### config.mk
export PLATFORM = sky130hd
export DESIGN_NAME = seg_display_arbiter_flat
export DESIGN_NICKNAME = d
export VERILOG_FILES = /design/src/rtl/seg_display_arbiter_if.sv /design/src/rtl/seg_display_arbiter.sv /design/src/flat_wrapper.sv
export SDC_FILE = /design/constraint.sdc
export NUM_CORES = 1
export LEC_CHECK = 0
export CORE_ASPECT_RATIO = 2
export CORE_MARGIN = 5
export CORE_UTILIZATION = 40
export CTS_BUF_LIST = sky130_fd_sc_hd__clkbuf_4 sky130_fd_sc_hd__clkbuf_8
export DETAILED_ROUTE_END_ITERATION = 10
export PLACE_DENSITY = 0.68
export SYNTH_ARGS = -nofsm -noshare
export SYNTH_HDL_FRONTEND = slang
export SYNTH_SLANG_ARGS = --single-unit
### constraint.sdc
create_clock -name clk -period 2.1 [get_ports clk]
set_input_delay 0.315 -clock clk [delete_from_list [all_inputs] [get_ports clk]]
set_output_delay 0.315 -clock clk [all_outputs]
set_load 0.05 [all_outputs]
### src/rtl/seg_display_arbiter_if.sv
// seg_display_arbiter_if
//   Write-request bundle for the two display writers of seg_display_arbiter.
//   Each requester K has:
//     reqK_valid  write pending (requester -> arbiter)
//     reqK_ready  write accepted this cycle (arbiter -> requester)
//     reqK_op     0 = write digit reqK_idx, 1 = shift-insert at digit 0
//     reqK_idx    target digit 0..7 (ignored when op=1)
//     reqK_data   hex value
//   modport master: requester side; modport slave: arbiter side.
interface seg_display_arbiter_if;
    logic       req0_valid;
    logic       req0_ready;
    logic       req0_op;
    logic [2:0] req0_idx;
    logic [3:0] req0_data;
    logic       req1_valid;
    logic       req1_ready;
    logic       req1_op;
    logic [2:0] req1_idx;
    logic [3:0] req1_data;

    modport master (
        output req0_valid, req0_op, req0_idx, req0_data,
        output req1_valid, req1_op, req1_idx, req1_data,
        input  req0_ready, req1_ready
    );

    modport slave (
        input  req0_valid, req0_op, req0_idx, req0_data,
        input  req1_valid, req1_op, req1_idx, req1_data,
        output req0_ready, req1_ready
    );
endinterface

### src/rtl/seg_display_arbiter.sv
// seg_display_arbiter
//   Owns the 8-digit hex buffer behind a multiplexed 7-seg display. Two writers
//   share it through round-robin valid/ready arbitration; one digit is scanned
//   onto an/d every 2^SCAN_DIV clock cycles.
// Ports
//   clk         system clock
//   rst_n       synchronous, active-low reset
//   clr         one-cycle pulse: zero all digits (blocks writes that cycle)
//   digit_mask  digits to scan (only with SEG_DIGIT_MASK_EN defined)
//   bus         write requests (seg_display_arbiter_if.slave)
//   an          index of the digit currently driven (registered)
//   d           hex value of the digit currently driven (registered)
// Configuration
//   SEG_DIGIT_MASK_EN: adds digit_mask; the scan skips digits whose mask bit
//   is 0, and with an all-zero mask the scan holds and d is forced to 0.
module seg_display_arbiter #(
    parameter int unsigned SCAN_DIV = 18
) (
    input  logic                        clk,
    input  logic                        rst_n,
    input  logic                        clr,
`ifdef SEG_DIGIT_MASK_EN
    input  logic [7:0]                  digit_mask,
`endif
    seg_display_arbiter_if.slave        bus,
    output logic [2:0]                  an,
    output logic [3:0]                  d
);

    typedef enum logic {
        RR_REQ0 = 1'b0,
        RR_REQ1 = 1'b1
    } rr_t;

    rr_t                 rr;
    logic [SCAN_DIV-1:0] presc;
    logic [2:0]          ptr;
    logic [2:0]          next_ptr;
    logic [3:0]          digits [8];

    logic       grant0;
    logic       grant1;
    logic       xfer0;
    logic       xfer1;
    logic       wr_op;
    logic [2:0] wr_idx;
    logic [3:0] wr_data;

    // Ready is combinational so a lone request is accepted in the cycle it
    // appears; the rr pointer only breaks ties.
    always_comb begin
        grant0  = bus.req0_valid && (!bus.req1_valid || rr == RR_REQ0);
        grant1  = bus.req1_valid && (!bus.req0_valid || rr == RR_REQ1);
        xfer0   = rst_n && !clr && grant0;
        xfer1   = rst_n && !clr && grant1;
        wr_op   = bus.req0_op;
        wr_idx  = bus.req0_idx;
        wr_data = bus.req0_data;
        if (xfer1) begin
            wr_op   = bus.req1_op;
            wr_idx  = bus.req1_idx;
            wr_data = bus.req1_data;
        end
    end

    assign bus.req0_ready = xfer0;
    assign bus.req1_ready = xfer1;

`ifdef SEG_DIGIT_MASK_EN
    // First enabled digit after ptr, searching forward with wrap; if none
    // besides (possibly) ptr itself is enabled, the scan stays put.
    always_comb begin
        logic       found;
        logic [2:0] cand;
        next_ptr = ptr;
        found    = 1'b0;
        cand     = ptr;
        for (int unsigned i = 1; i < 8; i++) begin
            cand = ptr + 3'(i);
            if (!found && digit_mask[cand]) begin
                next_ptr = cand;
                found    = 1'b1;
            end
        end
    end
`else
    always_comb begin
        next_ptr = ptr + 3'd1;
    end
`endif

    always_ff @(posedge clk) begin
        if (!rst_n) begin
            rr    <= RR_REQ0;
            presc <= '0;
            ptr   <= '0;
            an    <= '0;
            d     <= '0;
            for (int unsigned i = 0; i < 8; i++) begin
                digits[3'(i)] <= '0;
            end
        end else begin
            if (clr) begin
                for (int unsigned i = 0; i < 8; i++) begin
                    digits[3'(i)] <= '0;
                end
            end else if (xfer0 || xfer1) begin
                if (wr_op) begin
                    for (int unsigned i = 1; i < 8; i++) begin
                        digits[3'(i)] <= digits[3'(i - 1)];
                    end
                    digits[0] <= wr_data;
                end else begin
                    digits[wr_idx] <= wr_data;
                end
            end

            if (xfer0) begin
                rr <= RR_REQ1;
            end else if (xfer1) begin
                rr <= RR_REQ0;
            end

            presc <= presc + SCAN_DIV'(1);
            if (presc == '1) begin
                ptr <= next_ptr;
            end

            an <= ptr;
`ifdef SEG_DIGIT_MASK_EN
            d  <= (digit_mask == '0) ? '0 : digits[ptr];
`else
            d  <= digits[ptr];
`endif
        end
    end

endmodule

### src/flat_wrapper.sv
// flat-port wrapper written by rule: the top's interface ports become plain ports
module seg_display_arbiter_flat 
#(
    parameter int unsigned SCAN_DIV = 18
)
  (clk, rst_n, clr, an, d, bus_req0_valid, bus_req0_op, bus_req0_idx, bus_req0_data, bus_req1_valid, bus_req1_op, bus_req1_idx, bus_req1_data, bus_req0_ready, bus_req1_ready);
  seg_display_arbiter_if bus_i ();
  input  logic clk;
  input  logic rst_n;
  input  logic clr;
  output logic [2:0] an;
  output logic [3:0] d;
  input wire logic [$bits(bus_i.req0_valid)-1:0] bus_req0_valid;
  input wire logic [$bits(bus_i.req0_op)-1:0] bus_req0_op;
  input wire logic [$bits(bus_i.req0_idx)-1:0] bus_req0_idx;
  input wire logic [$bits(bus_i.req0_data)-1:0] bus_req0_data;
  input wire logic [$bits(bus_i.req1_valid)-1:0] bus_req1_valid;
  input wire logic [$bits(bus_i.req1_op)-1:0] bus_req1_op;
  input wire logic [$bits(bus_i.req1_idx)-1:0] bus_req1_idx;
  input wire logic [$bits(bus_i.req1_data)-1:0] bus_req1_data;
  output wire logic [$bits(bus_i.req0_ready)-1:0] bus_req0_ready;
  output wire logic [$bits(bus_i.req1_ready)-1:0] bus_req1_ready;
  assign bus_i.req0_valid = bus_req0_valid;
  assign bus_i.req0_op = bus_req0_op;
  assign bus_i.req0_idx = bus_req0_idx;
  assign bus_i.req0_data = bus_req0_data;
  assign bus_i.req1_valid = bus_req1_valid;
  assign bus_i.req1_op = bus_req1_op;
  assign bus_i.req1_idx = bus_req1_idx;
  assign bus_i.req1_data = bus_req1_data;
  assign bus_req0_ready = bus_i.req0_ready;
  assign bus_req1_ready = bus_i.req1_ready;
  seg_display_arbiter #(.SCAN_DIV(SCAN_DIV)) u_core (.clk(clk), .rst_n(rst_n), .clr(clr), .bus(bus_i), .an(an), .d(d));
endmodule
# After elaboration in Yosys (flattened, before gate mapping)
# Memory sizes are Yosys's and may differ from the RTL's. A register that Yosys moved wholly into a read port is not among the register bits.
# Cells that the tools add are included.
# Widths: inputs -> output; s select.
# totals
input_bits	21
word_cells	77
memories	1
reg_bits	25
ramBits	32
output_inout_bits	9
# mem_list
name	depth	width	read_ports	rd_clocked_by_memory_dff	write_ports	line_no	text
u_core.digits	8	4	8	1	8	seg_display_arbiter.sv:39	logic [3:0] digits [8];
# op_classes
eq_ne	1
n_addsub	2
n_bitwise	17
reduce_logical	14
muxes	38
# op_table
operator	count
$mux 4	18
$add 18x1->18 const B	1
$eq 18x18->1 const B	1
$mux 1	18
$or 1x1->1	16
$mux 3	2
$logic_and 1x1->1	5
$logic_not 1->1	4
$reduce_or 4->1	1
$add 3x1->3 const B	1
$logic_or 1x1->1	3
$reduce_bool 2->1	1
$not 1->1	1

# Longest topological paths before layout
# Gate-level depths: netlist (run 1).
# logic_depth
word_depth	12
mapped_depth	6

# Least setup slack after synthesis (run 1)
# OpenSTA, ideal clock, no wires.
# synth_path
path_type	input port to flip-flop
startpoint	in bus_req0_valid
endpoint	mem u_core.digits[0][0], enable pin
setup_ns	0.312
path_stages	5
t_required_ns	1.788
n_path_buf	1
setup_slack_ns	0.178
arrival_time_ns	1.610
path_cell_list	a21bo_2 > nor2_2 > a22oi_1 > buf_2 > nand3_1
# synth_lines
item	line_no	text
start, declared	flat_wrapper.sv:13	input wire logic [$bits(bus_i.req0_valid)-1:0] bus_req0_valid;
end, declared	seg_display_arbiter.sv:39	

==> results of run 1 <==
[kinds of logic (layout without fill, tap and decap cells)]
| group | Yosys count | count (layout) | synth area share (%) |
|---|---|---|---|
| muxes | 23 | 23 | 11.09 |
| AOI/OAI and AO/OA | 52 | 52 | 14.39 |
| buffers and inverters | 17 | 74 | 2.669 |
| xor gates and xnor gates | 9 | 9 | 2.627 |
| DFF | 61 | 61 | 51.38 |
| and+or+nand+nor | 84 | 84 | 17.01 |
| adders and majority gates | 2 | 2 | 0.8339 |
[flip-flops by register name, indices dropped and copies added, names as in the netlist]
name and cells:
u_core.presc 18, u_core.an 3, u_core.d 4, u_core.digits 32, u_core.ptr 3, u_core.rr 1
[power by group through the flow]
| stage | sequential [W] | combinational [W] | clock [W] |
|---|---|---|---|
| floorplan | 0.00136 | 0.000117 | 0 |
| global placement | 0.00136 | 0.000238 | 0 |
| detailed placement | 0.00136 | 0.000242 | 0 |
| CTS | 0.00134 | 0.000243 | 0.00128 |
| global route | 0.00134 | 0.000263 | 0.00134 |
| finish | 0.00134 | 0.000240 | 0.00125 |
[per-layer routing]
| metal | share of wire [%] | GRT usage (%) | routed length, um | vias up |
|---|---|---|---|---|
| met5 | 0 | 0 | 0 | - |
| met4 | 1.9 | 6.276 | 125 | 0 |
| met3 | 3.1 | 3.797 | 199 | 11 |
| met2 | 59 | 28.53 | 3852 | 33 |
| met1 | 36 | 15.24 | 2309 | 1035 |
| li1 | - | - | - | 1062 |
[final cells by class]
cell class / instances / area [um^2]
Sequential cell: 61 / 1541
Multi-Input combinational cell: 170 / 1379
Tap cell: 92 / 115.1
Inverter: 5 / 18.77
Clock buffer: 11 / 138.9
Fill cell: 649 / 3515
Timing Repair Buffer: 53 / 515.5
Clock inverter: 5 / 98.84
[synth_stat cells, types with 3 or more instances]
cell type	number
or3_1	3
and3_1	3
xnor2_1	3
a21oi_1	4
xor2_1	6
mux2i_1	13
nand4_1	3
mux4_2	8
a22oi_1	6
nand3_1	13
a21boi_0	3
nand2b_1	6
buf_4	3
nor2b_1	12
inv_1	5
a32oi_1	3
nand2_1	13
nor3_1	5
clkbuf_1	4
dfxtp_1	29
buf_2	4
edfxtp_1	32
nor4_1	4
and2_1	13
o2bb2ai_1	28
o21ai_0	3
[metrics by stage]
stage          util (%)  std cells
2_1_floorplan         -        248
3_3_place_gp      48.75        381
3_5_place_dp      48.75        381
4_1_cts           52.00        397
5_1_grt           52.00        397
6_report          52.00        397
[worst paths after layout]
check / slack (ns) / from / endpoint
worst min register to register: 0.45 / u_core.presc[0] / u_core.presc[0]
worst min-delay path: 0.45 / u_core.presc[0] / u_core.presc[0]
worst max-delay path: 0.24 / rst_n / u_core.digits[2][2]
worst max register to register: 0.30 / u_core.presc[0] / u_core.ptr[0]
==> run summary, run 1 <==
status - completed
Hold Path Depth - 1
area of the mapped netlist - 3000 um^2
cells on worst reg2reg path - 5
critical path data required time - 2.13 ns
Pint - 0.002233 W
Synth Flop Type - edfxtp_1
n_diodes - 0
CP bufs+invs - 1
HP Class - reg2reg
worst-path cell chain - clkdlybuf4s50_1, nor2b_1, a311oi_2, a32oi_1, nand3_1
clk_lat worst skew - 0.34 ns
DP HPWL - 4922 um
Slew @ Worst Pin - 0.6818 ns
first-pass GRT wire length - 11110 um
Synth area leader - edfxtp_1
Leak - 1.414 nW
CP endpoint kind - flop
Nets - 323
max_cap viols - 0
grt ovf - 0
vias per inst - 5.393
Crit path max-delay family - buffers and inverters
clock group share of total power - 44.2%
Tcrit/Tclk final - 88.60%
area delta synth->final - 26.90%
syn nets - 271
most frequent cells in the layout - 32 x edfxtp_1, 29 x dfxtp_1, 28 x o2bb2ai_1, 27 x clkdlybuf4s50_1, 22 x buf_4
final WL - 6486 um
CTS sink cnt - 61
Die W - 71.24 um
Final WS setup - 0.2395 ns
TNS Setup - 0 ns
routability congestion estimate - 0.7798
pre-CTS setup slack - -0.1084 ns
Layout Skew - 0.01061 ns
final instance area - 3807 um^2
synthesized instance count - 248
peak per-stage delay on the critical path - 0.55 ns
CTS root buffer - clkbuf_8
top cells by area, synth - edfxtp_1 32%, dfxtp_1 19%, o2bb2ai_1 8.2%
Ys Warns - 0
PostCTS Resize Cnt - 0
Tot Pwr - 0.002828 W
RSZ-0062 raised after global routing - false
Mean Syn Cell Area - 12.10 um^2
Finish-stage setup viols - 0
critical path startpoint category - input pin
cts hold-fix bufs - 0
Die ar. - 9438 um^2
CTS tree - built
Crit. path cell count - 5
FF+latch count, synth - 61
Critical-path top delay cell - clkdlybuf4s50_1
Sw Pwr - 0.0005944 W
sequential share of the synthesized area - 51.38%
Logic pwr share - 8.5%
Final Hold Viols - 0
pin count of the biggest net entering global routing - 33
core box area - 7322 um^2
fin. max-slew vios - 0
Initial DRC Count - 110
Critical Path AT - 1.89 ns
H-tree levels - 3
switching share of power - 21.02%
via count - 2141
DRC - 0
Cell Pwr Density - 742.6 nW/um^2
Initial Util - 40.98%
IO Count - 30
Reg power frac - 47.3%
placed inst area - 3570 um^2
Num CTS Buffers - 9
Yosys cell types - 41
commonest non-fill, non-tap cell in the layout - edfxtp_1
FMAX - 0.5375 GHz
peak supply drop - 0.6165 mV
Synth top area share - 32.03%
CTS max path bufs - 2
relative slew slack - 54.48%
Avg WL per Cell - 16.34 um
Post-CTS Repair Setup Buffers - 0
Worst-path clk slew - 0.07 ns
async set-reset flop share out of synthesis - 0%
critical setup path kind - in2reg
DR pass1 iterations - 4
Port Buffers - 29
All-Layer GR Usage - 15.17%
layout cells sized above 1 - 19.02%
Final ANT Viol Nets - 0
hold_ws - 0.4534 ns
vias in the first global route - 2253
Worst Path Max Fanout - 5
number of cell rows - 44
EDFF count, synth - 32
Die Ht - 132.5 um
fin crit period - 1.861 ns
initial antenna violation count - 0
Note: power is estimated with default switching activity, not from simulation.
==> inputs of run 2 (changes only) <==
--- a/config.mk
+++ b/config.mk
@@ -5,12 +5,14 @@
 export SDC_FILE = /design/constraint.sdc
 export NUM_CORES = 1
 export LEC_CHECK = 0
+export CELL_PAD_IN_SITES_DETAIL_PLACEMENT = 1
+export CELL_PAD_IN_SITES_GLOBAL_PLACEMENT = 2
 export CORE_ASPECT_RATIO = 2
 export CORE_MARGIN = 5
 export CORE_UTILIZATION = 40
 export CTS_BUF_LIST = sky130_fd_sc_hd__clkbuf_4 sky130_fd_sc_hd__clkbuf_8
 export DETAILED_ROUTE_END_ITERATION = 10
-export PLACE_DENSITY = 0.68
+export PLACE_DENSITY = 0.91
 export SYNTH_ARGS = -nofsm -noshare
 export SYNTH_HDL_FRONTEND = slang
 export SYNTH_SLANG_ARGS = --single-unit
==> run 2 against run 1 <==
Net effect: non-clock buffer count increased by 5; critical endpoint is now u_core.digits[1][3]; setup slack got worse by 0.053 ns; highest routed layer unchanged; largest cell class unchanged; register-to-register slack got worse by 0.03 ns; critical path type unchanged; largest power group unchanged.
==> run summary, run 2 (synthesis results as in run 1) <==
Final Hold Viols - 0
Initial DRC Count - 123
DP Cell Count - 386
fin crit period - 1.913 ns
max reg flops - 32
Slew @ Worst Pin - 0.6619 ns
max_cap viols - 0
FMAX - 0.5227 GHz
DRC - 0
peak supply drop - 0.4077 mV
first-pass GRT wire length - 13170 um
H-tree levels - 3
CP endpoint kind - flop
Die Ht - 132.5 um
status - completed
RSZ-0062 raised after global routing - false
final WL - 7988 um
pin count of the biggest net entering global routing - 33
CTS root buffer - clkbuf_8
Top reg by flops - u_core.digits
Initial Util - 40.98%
Critical Path AT - 1.96 ns
Nets - 328
Avg WL per Cell - 19.87 um
Finish-stage setup viols - 0
cts hold-fix bufs - 0
Die ar. - 9438 um^2
most frequent cells in the layout - 32 x edfxtp_1, 29 x dfxtp_1, 28 x o2bb2ai_1, 27 x clkdlybuf4s50_1, 27 x buf_4
vias per inst - 5.769
Final ANT Viol Nets - 0
commonest non-fill, non-tap cell in the layout - edfxtp_1
CTS sink cnt - 61
CTS tree - built
vias in the first global route - 2576
DP HPWL - 5860 um
Tcrit/Tclk final - 91.11%
TNS Setup - 0 ns
critical setup path kind - in2reg
CTS max path bufs - 2
Layout Skew - 0.006676 ns
critical path startpoint category - input pin
Die W - 71.24 um
fin. max-slew vios - 0
DR pass1 iterations - 4
core box area - 7322 um^2
critical path data required time - 2.14 ns
relative slew slack - 55.81%
area delta synth->final - 27.19%
via count - 2319
n_diodes - 0
Final Non-Filler Cells - 402
Worst Path Max Fanout - 5
PostCTS Resize Cnt - 0
initial antenna violation count - 0
All-Layer GR Usage - 18.32%
routability congestion estimate - 0.7705
clk_lat worst skew - 0.35 ns
Cell Pwr Density - 714.9 nW/um^2
Final WS setup - 0.1867 ns
pre-CTS setup slack - -0.1743 ns
number of cell rows - 44
Post-CTS Repair Setup Buffers - 0
grt ovf - 0
Leak - 1.424 nW
layout cells sized above 1 - 20.00%
Port Buffers - 29
IO Count - 30
HP Class - reg2reg
biggest regs - u_core.digits: 32 flops, u_core.presc: 18 flops, u_core.d: 4 flops
Num CTS Buffers - 9
Worst-path clk slew - 0.07 ns
[run 2: cell count changes in the layout (fill, tap and decap cells not counted), sizes merged]
| cell | delta |
|---|---|
| buf | +5 |
| bufinv | -1 |
| clkbuf | -1 |
| clkinv | +2 |
[run 2: power by group]
group / total (W) / internal [W] / switching (W)
Clock: 0.00113 / 0.000669 / 0.000466
Combinational: 0.000250 / 0.000119 / 0.000131
Sequential: 0.00134 / 0.00131 / 0.0000353
Total: 0.00273 / 0.00210 / 0.000633
[run 2: path summary, 6_finish.rpt]
check | start | to | cells past startpoint | slack [ns]
setup / recovery | rst_n | u_core.digits[1][3] | 6 | 0.19
hold / removal | u_core.presc[0] | u_core.presc[0] | 1 | 0.45
setup reg to reg | u_core.presc[0] | u_core.ptr[0] | 5 | 0.27
hold reg to reg | u_core.presc[0] | u_core.presc[0] | 1 | 0.45
[run 2: layout make-up]
cell class                      instances  area [um^2]
Tap cell                               92        115.1
Clock inverter                          6        77.57
Sequential cell                        61         1541
Inverter                                5        18.77
Fill cell                             759         3506
Timing Repair Buffer                   58        553.0
Multi-Input combinational cell        170         1379
Clock buffer                           10        131.4
[run 2: routing by layer]
| layer | share of wire (%) | wire length, um | GRT usage (%) | up-vias |
|---|---|---|---|---|
| met5 | 0 | 0 | 0 | - |
| met4 | 4.0 | 316 | 10.56 | 0 |
| met3 | 3.6 | 284 | 3.569 | 22 |
| met2 | 58 | 4671 | 34.43 | 62 |
| met1 | 34 | 2715 | 17.69 | 1158 |
| li1 | - | - | - | 1077 |
[run 2: worst max-delay path, stage by stage]
cell	delay [ns]
clkdlybuf4s50_1	0.54
nand2b_1	0.17
nor4_1	0.39
buf_4	0.19
a22oi_1	0.12
nand3_1	0.23
[run 2: per-stage QoR]
stage	power (W)	util [%]	hold WS, ns	cell area (um^2)
after CTS	0.002756	52.12	0.4568	3816
after global placement	0.001606	49.27	0.4344	3607
after global routing	0.002827	52.12	0.4938	3816
after detailed placement	0.001616	49.27	0.4459	3607
after floorplan	0.001479	-	0.4208	3000
final	0.002728	52.12	0.4538	3816
==> inputs of run 3 (changes only) <==
--- a/config.mk
+++ b/config.mk
@@ -13,6 +13,7 @@
 export CTS_BUF_LIST = sky130_fd_sc_hd__clkbuf_4 sky130_fd_sc_hd__clkbuf_8
 export DETAILED_ROUTE_END_ITERATION = 10
 export PLACE_DENSITY = 0.91
+export SLEW_MARGIN = 20
 export SYNTH_ARGS = -nofsm -noshare
 export SYNTH_HDL_FRONTEND = slang
 export SYNTH_SLANG_ARGS = --single-unit
==> results of run 3 <==
No change in the layout: final DEF, timing and power equal those of run 2.
